$ cat src/rtl/io_port_ctrl.sv
// I/O controller for the accumulator processor: switch-entry FIFO serving IN requests,
// BRK hold until a resume press, and sign-magnitude display channels.
module io_port_ctrl #(
    parameter int DATA_W     = 32,
    parameter int NUM_OUT    = 2,
    parameter int FIFO_DEPTH = 4,
    localparam int CH_W      = (NUM_OUT > 1) ? $clog2(NUM_OUT) : 1,
    localparam int CNT_W     = $clog2(FIFO_DEPTH + 1)
) (
    input  logic                      button_clock,
    input  logic                      reset,
    input  logic [DATA_W-1:0]         sw_data,
    input  logic                      sw_valid,
    input  logic                      io_rd,
    input  logic                      io_wr,
    input  logic [CH_W-1:0]           io_ch,
    input  logic [DATA_W-1:0]         wr_data,
    input  logic                      brk,
    output logic [DATA_W-1:0]         rd_data,
    output logic                      rd_valid,
    output logic                      stall,
    output logic                      ack_toggle,
    output logic [NUM_OUT*DATA_W-1:0] out_mag,
    output logic [NUM_OUT-1:0]        out_neg,
    output logic [NUM_OUT-1:0]        out_ovf,
    output logic [CNT_W-1:0]          fifo_count,
    output logic                      fifo_full,
    output logic                      in_overrun
);

    localparam int PTR_W = $clog2(FIFO_DEPTH);
    localparam logic [DATA_W-1:0] MIN_NEG = {1'b1, {(DATA_W-1){1'b0}}};

    typedef enum logic [1:0] {
        IDLE     = 2'd0,
        WAIT_IN  = 2'd1,
        BRK_HOLD = 2'd2
    } state_t;

    state_t state, state_next;

    logic [DATA_W-1:0] mem [FIFO_DEPTH];
    logic [PTR_W-1:0]  wr_ptr, rd_ptr;
    logic              fifo_empty;
    logic              pop_en, push_req, push_en, drop, resume;
    logic              wr_neg;
    logic [DATA_W-1:0] wr_mag;

    assign fifo_empty = (fifo_count == '0);
    assign fifo_full  = (fifo_count == CNT_W'(FIFO_DEPTH));
    assign stall      = (state != IDLE);

    // Pops only happen when a read is being served; WAIT_IN drains the word pushed on the previous edge.
    assign pop_en   = !fifo_empty && ((state == IDLE && io_rd) || state == WAIT_IN);
    assign push_req = sw_valid && (state != BRK_HOLD);
    assign push_en  = push_req && (!fifo_full || pop_en);
    assign drop     = push_req && fifo_full && !pop_en;
    assign resume   = (state == BRK_HOLD) && sw_valid;

    assign wr_neg = wr_data[DATA_W-1];
    assign wr_mag = wr_neg ? (DATA_W'(0) - wr_data) : wr_data;

    always_comb begin
        state_next = state;
        case (state)
            IDLE: begin
                if (io_rd) begin
                    if (fifo_empty) state_next = WAIT_IN;
                end else if (brk) begin
                    state_next = BRK_HOLD;
                end
            end
            WAIT_IN:  if (!fifo_empty) state_next = IDLE;
            BRK_HOLD: if (sw_valid) state_next = IDLE;
            default:  state_next = IDLE;
        endcase
    end

    always_ff @(posedge button_clock) begin
        if (push_en) mem[wr_ptr] <= sw_data;
    end

    always_ff @(posedge button_clock) begin
        if (reset) begin
            state      <= IDLE;
            wr_ptr     <= '0;
            rd_ptr     <= '0;
            fifo_count <= '0;
            rd_data    <= '0;
            rd_valid   <= 1'b0;
            ack_toggle <= 1'b0;
            in_overrun <= 1'b0;
            out_mag    <= '0;
            out_neg    <= '0;
            out_ovf    <= '0;
        end else begin
            state    <= state_next;
            rd_valid <= pop_en;
            if (pop_en) begin
                rd_data <= mem[rd_ptr];
                rd_ptr  <= rd_ptr + 1'b1;
            end
            if (push_en) wr_ptr <= wr_ptr + 1'b1;
            case ({push_en, pop_en})
                2'b10:   fifo_count <= fifo_count + 1'b1;
                2'b01:   fifo_count <= fifo_count - 1'b1;
                default: fifo_count <= fifo_count;
            endcase
            if (pop_en || resume) ack_toggle <= ~ack_toggle;
            if (drop) in_overrun <= 1'b1;
            for (int k = 0; k < NUM_OUT; k++) begin
                if (io_wr && int'(io_ch) == k) begin
                    out_mag[k*DATA_W +: DATA_W] <= wr_mag;
                    out_neg[k]                  <= wr_neg;
                    out_ovf[k]                  <= (wr_data == MIN_NEG);
                end
            end
        end
    end

endmodule

$ cat config.mk
export PLATFORM = sky130hd
export DESIGN_NAME = io_port_ctrl
export DESIGN_NICKNAME = d
export VERILOG_FILES = /design/src/rtl/io_port_ctrl.sv
export SDC_FILE = /design/constraint.sdc
export NUM_CORES = 1
export LEC_CHECK = 0
export CORE_MARGIN = 4
export CORE_UTILIZATION = 60
export CTS_BUF_LIST = sky130_fd_sc_hd__clkbuf_16
export DETAILED_ROUTE_END_ITERATION = 10
export DONT_BUFFER_PORTS = 1
export GPL_ROUTABILITY_DRIVEN = 0
export PLACE_DENSITY = 0.74
export SYNTH_ARGS = -nofsm -noshare
export SYNTH_HDL_FRONTEND = slang
export SYNTH_SLANG_ARGS = --single-unit
$ cat constraint.sdc
create_clock -name button_clock -period 3.5 [get_ports button_clock]
set_input_delay 0.525 -clock button_clock [delete_from_list [all_inputs] [get_ports button_clock]]
set_output_delay 0.525 -clock button_clock [all_outputs]
set_load 0.01 [all_outputs]
==> results.sh, run 1 <==
export IMPL_critPathKind="register to register"
export IMPL_overflow=0
export IMPL_synth_edf_count=128
export IMPL_yosysWarningCount=0
export IMPL_num_io_pins=179
export IMPL_row_count=47
export IMPL_wl_per_cell_um=22.39
export IMPL_netlist_area_leader_share_pct=38.04
export IMPL_r2r_end="mem[0][9]"
export IMPL_critPathArrivalTime_ps=2600
export IMPL_status="complete, no violations"
export IMPL_required_ps=3750
export IMPL_ys_types=52
export IMPL_worstSetupEndpoint="mem[0][9]"
export IMPL_fin_nets=926
export IMPL_cp_startpoint="fifo_count[2]"
export IMPL_io_buffers=0
export IMPL_finalCritPeriodShare_pct=67.35
export IMPL_routed_wl_mm=24.34
export IMPL_numCtsBuffers=25
export IMPL_startpoint_type="register"
export IMPL_ant_nets=0
export IMPL_slew_viol_final=0
export IMPL_tightest_slew_ps=914.4
export IMPL_grt_pass1_vias=7265
export IMPL_fin_total_pwr_mw=7.317
export IMPL_start_util_pct=61.14
export IMPL_seq_area_um2=6088
export IMPL_crit_chain="nor3b_1 > a221oi_1 > buf_4 > and2_2 > buf_4"
export IMPL_dr_pass1_iters=5
export IMPL_multiInputGateArea_um2=3750
export IMPL_antenna_found_initial=0
export IMPL_end_kind="register"
export IMPL_die_y_um=137.8
export IMPL_synth_async_sr_flop_share_pct=0
export IMPL_rr_startpoint="fifo_count[2]"
export IMPL_path_max_fanout=21
export IMPL_die_x_um=137.8
export IMPL_root_buffer="clkbuf_16"
export IMPL_p_per_area_nw_per_um2=662.9
export IMPL_dieArea_um2=18980
export IMPL_clk_pin_slew_ps=60
export IMPL_cts_max_path_buffers=3
export IMPL_holdBufCountCts=0
export IMPL_grt_max_degree=118
export IMPL_cpLargestDelayFamily="simple AND/OR/NAND/NOR gates"
export IMPL_critPathBufInv=2
export IMPL_avgSynthCellArea_um2=11.64
export IMPL_syn_area_um2=10100
export IMPL_track_usage_pct=25.03
export IMPL_setup_viol=0
export IMPL_vias=7019
export IMPL_crit_cells=5
export IMPL_tns_ps=0
export IMPL_ys_ff_latch=240
export IMPL_drv_cap=0
export IMPL_worstSkewPairLatency_ps=530
export IMPL_grt_pass1_wl_mm=37.30
export IMPL_ys_seq_area_share_pct=60.24
export IMPL_drive_above_1_share_pct=10.96
export IMPL_synth_ff_type="edfxtp_1"
export IMPL_yosysTopAreaCell="edfxtp_1"
export IMPL_max_freq_ghz=0.4242
export IMPL_netlist_top_cells_area="edfxtp_1 (38%), dfxtp_1 (22%), mux4_2 (7.1%)"
export IMPL_leakagePower_nw=3.609
export IMPL_htreeDepth=1
export IMPL_syn_inst=868
export IMPL_place_hpwl_mm=15.38
export IMPL_fin_skew_ps=10.48
export IMPL_area_delta_synth_final_pct=9.238
export IMPL_cts_sink_count=240
export IMPL_cts_tree="yes"
export IMPL_netlist_top_cells_count="edfxtp_1 (128), dfxtp_1 (112), nand2_1 (93)"
export IMPL_r2r_worst_path_cells=5
export IMPL_route_detailed_drc=0
export IMPL_synth_fp_nets=945
export IMPL_vdd_ir_drop_max_mv=0.5225
export IMPL_max_stage_delay_ps=580
export IMPL_period_minus_slack_ps=2357
export IMPL_drt_iter0_drc=535
export IMPL_cts_resized=0
export IMPL_fillers=1177
export IMPL_n_antenna_cell=0
export IMPL_hp_class="input port to register"
export IMPL_vias_per_cell=6.457
export IMPL_cts_setup_buffers=0
export IMPL_rsz0062_at_grt="no"
export IMPL_cp_common_cell="buf_4"
export IMPL_final_hold_viol_count=0
export IMPL_core_um2=16520
export IMPL_crit_slowest_cell="nor3b_1"
export IMPL_rrSetupSlack_ps=1140
export IMPL_slew_headroom_pct=38.48
export IMPL_synth_most_common_cell="edfxtp_1"
[metal layers]
layer / wire length, µm / vias to the layer above / part of all wire [%] / track usage, %
met5: 0 / - / 0 / 0
met4: 648 / 0 / 2.7 / 8.727
met3: 2864 / 55 / 12 / 9.898
met2: 12380 / 343 / 51 / 44.12
met1: 8450 / 3398 / 35 / 27.42
li1: - / 3223 / - / -
[flip-flops by register name (all words and copies together) (netlist names)]
name	flops
mem	128
out_mag	64
rd_data	32
fifo_count	3
out_neg	2
out_ovf	2
rd_ptr	2
state	2
wr_ptr	2
ack_toggle	1
in_overrun	1
rd_valid	1
[power breakdown]
| group | leakage, nW | switching [mW] | internal (mW) | total [mW] |
|---|---|---|---|---|
| sequential | 2.09 | 0.337 | 3.31 | 3.65 |
| clock | 0.408 | 1.05 | 1.42 | 2.47 |
| combinational | 1.11 | 0.652 | 0.547 | 1.20 |
| total | 3.61 | 2.04 | 5.28 | 7.32 |
[worst register-to-register path, cell delays in order (launching register included)]
cell and delay [ps]:
dfxtp_1 500, nor3b_1 580, a221oi_1 160, buf_4 210, and2_2 320, buf_4 300
[cell type report]
| class | count | share of cell area (%) |
|---|---|---|
| clock buffers | 26 | 5.895 |
| clock inverters | 19 | 1.077 |
| inverters | 9 | 0.3061 |
| multi-input cells | 557 | 33.98 |
| flip-flops and latches | 240 | 55.16 |
| well taps | 220 | 2.494 |
| repair buffers | 16 | 1.088 |
[worst min path at each step]
stage	endpoint	cells after the start	from	slack, ps
finish	state[1]	1	reset	80
global route	fifo_count[2]	1	reset	60
CTS	rd_data[9]	1	reset	50
detailed placement	state[1]	1	state[0]	480
global placement	state[1]	1	state[0]	460
floorplan	state[1]	1	state[0]	450
[metrics by stage]
stage	hold WS (ps)	std cells	area [µm²]	worst slack, ps	utilization, %
floorplan	450.5	868	10100	929.2	-
global placement	463.1	1042	10270	942.4	62.13
detailed placement	478.9	1042	10270	860.7	62.13
CTS	51.43	1087	11040	1129	66.79
global route	58.90	1087	11040	988.2	66.79
finish	84.17	1087	11040	1143	66.79
[cell families (layout without fill, tap and decap cells)]
family,Yosys count,after routing,synth area share [%]
fa+ha+maj,6,6,0.8173
flops,240,240,60.24
xor+xnor,17,17,1.474
simple gates,339,339,17.02
mux,41,41,8.050
compound gates,154,154,9.697
buf+inv,71,70,2.712
[layout by cell type (no fill, tap or decap), types with 10 or more instances in the layout]
master,synthesis,routed
a21oi_1,52,52
nand2_1,93,93
edfxtp_1,128,128
clkbuf_16,0,26
nand3_1,26,26
nor3_1,38,38
inv_1,9,16
or3_1,10,10
or4_1,24,24
nand2b_1,32,32
a211oi_1,24,24
nor2_1,60,59
nand4_1,13,13
o21ai_0,32,32
buf_4,0,16
xor2_1,12,12
mux4_2,32,32
dfxtp_1,112,110
nor4_1,10,10
Note: power is estimated with default switching activity, not from simulation.
==> inputs of run 2 (changes only) <==
--- a/config.mk
+++ b/config.mk
@@ -6,12 +6,12 @@
 export NUM_CORES = 1
 export LEC_CHECK = 0
 export CORE_MARGIN = 4
-export CORE_UTILIZATION = 60
+export CORE_UTILIZATION = 57
 export CTS_BUF_LIST = sky130_fd_sc_hd__clkbuf_16
 export DETAILED_ROUTE_END_ITERATION = 10
 export DONT_BUFFER_PORTS = 1
 export GPL_ROUTABILITY_DRIVEN = 0
-export PLACE_DENSITY = 0.74
+export PLACE_DENSITY = 0.73
 export SYNTH_ARGS = -nofsm -noshare
 export SYNTH_HDL_FRONTEND = slang
 export SYNTH_SLANG_ARGS = --single-unit
==> constraint.sdc (replaced) <==
create_clock -name button_clock -period 2.1 [get_ports button_clock]
set_input_delay 0.315 -clock button_clock [delete_from_list [all_inputs] [get_ports button_clock]]
set_output_delay 0.315 -clock button_clock [all_outputs]
set_load 0.01 [all_outputs]
==> run 2 against run 1 <==
  * Core utilization increased by 1.1 points
  * Clock-buffer cell count shrank 1
  * Hold slack got worse by 66 ps
  * First-iteration DRC count increased by 46%
  * Sequential share of layout area fell by 3.5 points
  * Cell area rose by 6.7%
  * Sequential power is 65% higher
  * Final cell count is 6.9% higher
  * Routed wire length grew 7.8%
  * Power up 69%
  * Fmax rose by 24%
  * Global-route usage increased by 0.91 points
  * Highest routed layer unchanged
==> results.sh, run 2 (synthesis results as in run 1) <==
export IMPL_top_register="mem"
export IMPL_r2r_end="fifo_count[2]"
export IMPL_grt_pass1_vias=7647
export IMPL_vias=7598
export IMPL_crit_slowest_cell="dfxtp_1"
export IMPL_r2r_worst_path_cells=6
export IMPL_crit_cells=6
export IMPL_io_buffers=0
export IMPL_path_max_fanout=7
export IMPL_numCtsBuffers=24
export IMPL_rsz0062_at_grt="no"
export IMPL_final_core_util_pct=67.86
export IMPL_area_delta_synth_final_pct=16.58
export IMPL_hold_worst_slack_ps=17.90
export IMPL_setup_ws_ps=194.2
export IMPL_num_io_pins=179
export IMPL_cts_sink_count=240
export IMPL_worstSkewPairLatency_ps=520
export IMPL_drive_above_1_share_pct=13.57
export IMPL_cts_tree="yes"
export IMPL_pre_cts_ws_ps=-108.2
export IMPL_vdd_ir_drop_max_mv=1.016
export IMPL_core_um2=17360
export IMPL_slew_headroom_pct=30.49
export IMPL_period_minus_slack_ps=1906
export IMPL_row_count=48
export IMPL_p_per_area_nw_per_um2=1047
export IMPL_ant_nets=0
export IMPL_antenna_found_initial=1
export IMPL_p_int_mw=8.784
export IMPL_leakagePower_nw=3.931
export IMPL_htreeDepth=1
export IMPL_crit_chain="nor3_1 > nor2_2 > nand2_1 > fa_1 > or4_1 > a31oi_1"
export IMPL_largest_register_ffs=128
export IMPL_rr_startpoint="fifo_count[0]"
export IMPL_tightest_slew_ps=1039
export IMPL_p_clk_share_pct=31.8
export IMPL_route_detailed_drc=0
export IMPL_die_y_um=141.1
export IMPL_cpLargestDelayFamily="simple AND/OR/NAND/NOR gates"
export IMPL_swShare_pct=28.78
export IMPL_drt_iter0_drc=779
export IMPL_grt_max_degree=76
export IMPL_vias_per_cell=6.539
export IMPL_critPathKind="register to register"
export IMPL_die_x_um=141.1
export IMPL_pwr_share_comb_pct=19.3
export IMPL_finalCritPeriodShare_pct=90.75
export IMPL_overflow=0
export IMPL_top_regs="mem x128, out_mag x64, rd_data x32"
export IMPL_max_freq_ghz=0.5247
export IMPL_final_hold_viol_count=0
export IMPL_routed_wl_mm=26.23
export IMPL_grt_pass1_wl_mm=41.55
export IMPL_end_kind="register"
export IMPL_root_buffer="clkbuf_16"
export IMPL_cts_max_path_buffers=3
export IMPL_track_usage_pct=25.95
export IMPL_required_ps=2540
export IMPL_dieArea_um2=19920
export IMPL_wl_per_cell_um=22.57
export IMPL_dr_pass1_iters=6
export IMPL_final_common_cell="edfxtp_1"
export IMPL_max_stage_delay_ps=500
export IMPL_critPathBufInv=0
export IMPL_slew_viol_final=0
export IMPL_worstSetupEndpoint="fifo_count[2]"
export IMPL_clk_pin_slew_ps=60
export IMPL_setup_viol=0
export IMPL_hp_class="input port to register"
export IMPL_drv_cap=0
export IMPL_status="complete, no violations"
export IMPL_critPathArrivalTime_ps=2350
export IMPL_cp_startpoint="fifo_count[0]"
export IMPL_fillers=1208
export IMPL_tns_ps=0
export IMPL_fin_nets=996
export IMPL_startpoint_type="register"
export IMPL_layout_common_cells="edfxtp_1 (128), dfxtp_1 (111), nand2_1 (93)"
export IMPL_place_hpwl_mm=16.32
export IMPL_seq_power_share_pct=48.9
export IMPL_p_switching_mw=3.549
export IMPL_start_util_pct=58.21
export IMPL_rrSetupSlack_ps=190
export IMPL_dpl_cell_count=1073
export IMPL_fin_skew_ps=12.86
export IMPL_final_cells=1162
[run 2: cell types whose count changed in the layout (fill, tap and decap cells not counted), sizes merged]
| cell | previous run | this run |
|---|---|---|
| clkinvlp | 0 | 1 |
| inv | 19 | 15 |
| clkbuf | 26 | 25 |
| clkinv | 8 | 11 |
| diode | 0 | 1 |
| buf | 16 | 43 |
| dlygate4sd3 | 0 | 44 |
| bufinv | 1 | 0 |
[run 2: what timing repair did]
| action | 4_1_cts | 5_1_grt |
|---|---|---|
| endpoints found under the hold margin | 217 | 0 |
| resized for setup | 0 | 0 |
| hold buffers | 45 | 0 |
| buffers inserted | 0 | 0 |
[run 2: area by class of cell]
type,instances,area (µm²),share of cell area (%)
tap,225,281.5,2.390
timing repair buffer,87,858.3,7.287
clock inverter,18,102.6,0.8710
antenna,1,2.502,0.02124
multi-input combinational,557,3770,32.01
inverter,9,51.30,0.4355
sequential,240,6087,51.68
clock buffer,25,625.6,5.311
[run 2: metal layers]
| metal | track usage, % | vias to the layer above | wire length, µm |
|---|---|---|---|
| met5 | 0 | - | 0 |
| met4 | 8.924 | 0 | 964 |
| met3 | 7.836 | 90 | 3116 |
| met2 | 45.42 | 466 | 13260 |
| met1 | 30.39 | 3675 | 8886 |
| li1 | - | 3367 | - |
[run 2: how the worst min path moves through the flow]
stage           startpoint           to  slack [ps]  depth (start not counted)
6_report       wr_data[12]  out_mag[44]          20                          2
5_1_grt        wr_data[19]  out_mag[19]          10                          2
4_1_cts              reset  out_mag[22]           9                          3
2_1_floorplan   sw_data[0]    mem[0][0]         410                          0
3_3_place_gp         reset    rd_ptr[0]         400                          1
3_5_place_dp         reset  rd_data[28]         400                          1
[run 2: power groups by stage]
stage          Sequential, mW  Combinational (mW)  Clock (mW)
2_1_floorplan            5.95                1.70           0
3_3_place_gp             6.09                2.17           0
3_5_place_dp             6.12                2.26           0
4_1_cts                  6.03                2.40        3.98
5_1_grt                  6.08                2.61        4.21
6_report                 6.03                2.38        3.93
[run 2: metrics by stage]
stage | power (mW) | area (µm²)
2_1_floorplan | 7.653 | 10160
3_3_place_gp | 8.259 | 10580
3_5_place_dp | 8.380 | 10580
4_1_cts | 12.41 | 11780
5_1_grt | 12.90 | 11780
6_report | 12.33 | 11780
[run 2: worst register-to-register path, stage by stage (launching register included)]
cell and delay, ps:
dfxtp_1 500, nor3_1 130, nor2_2 160, nand2_1 80
fa_1 380, or4_1 470, a31oi_1 130
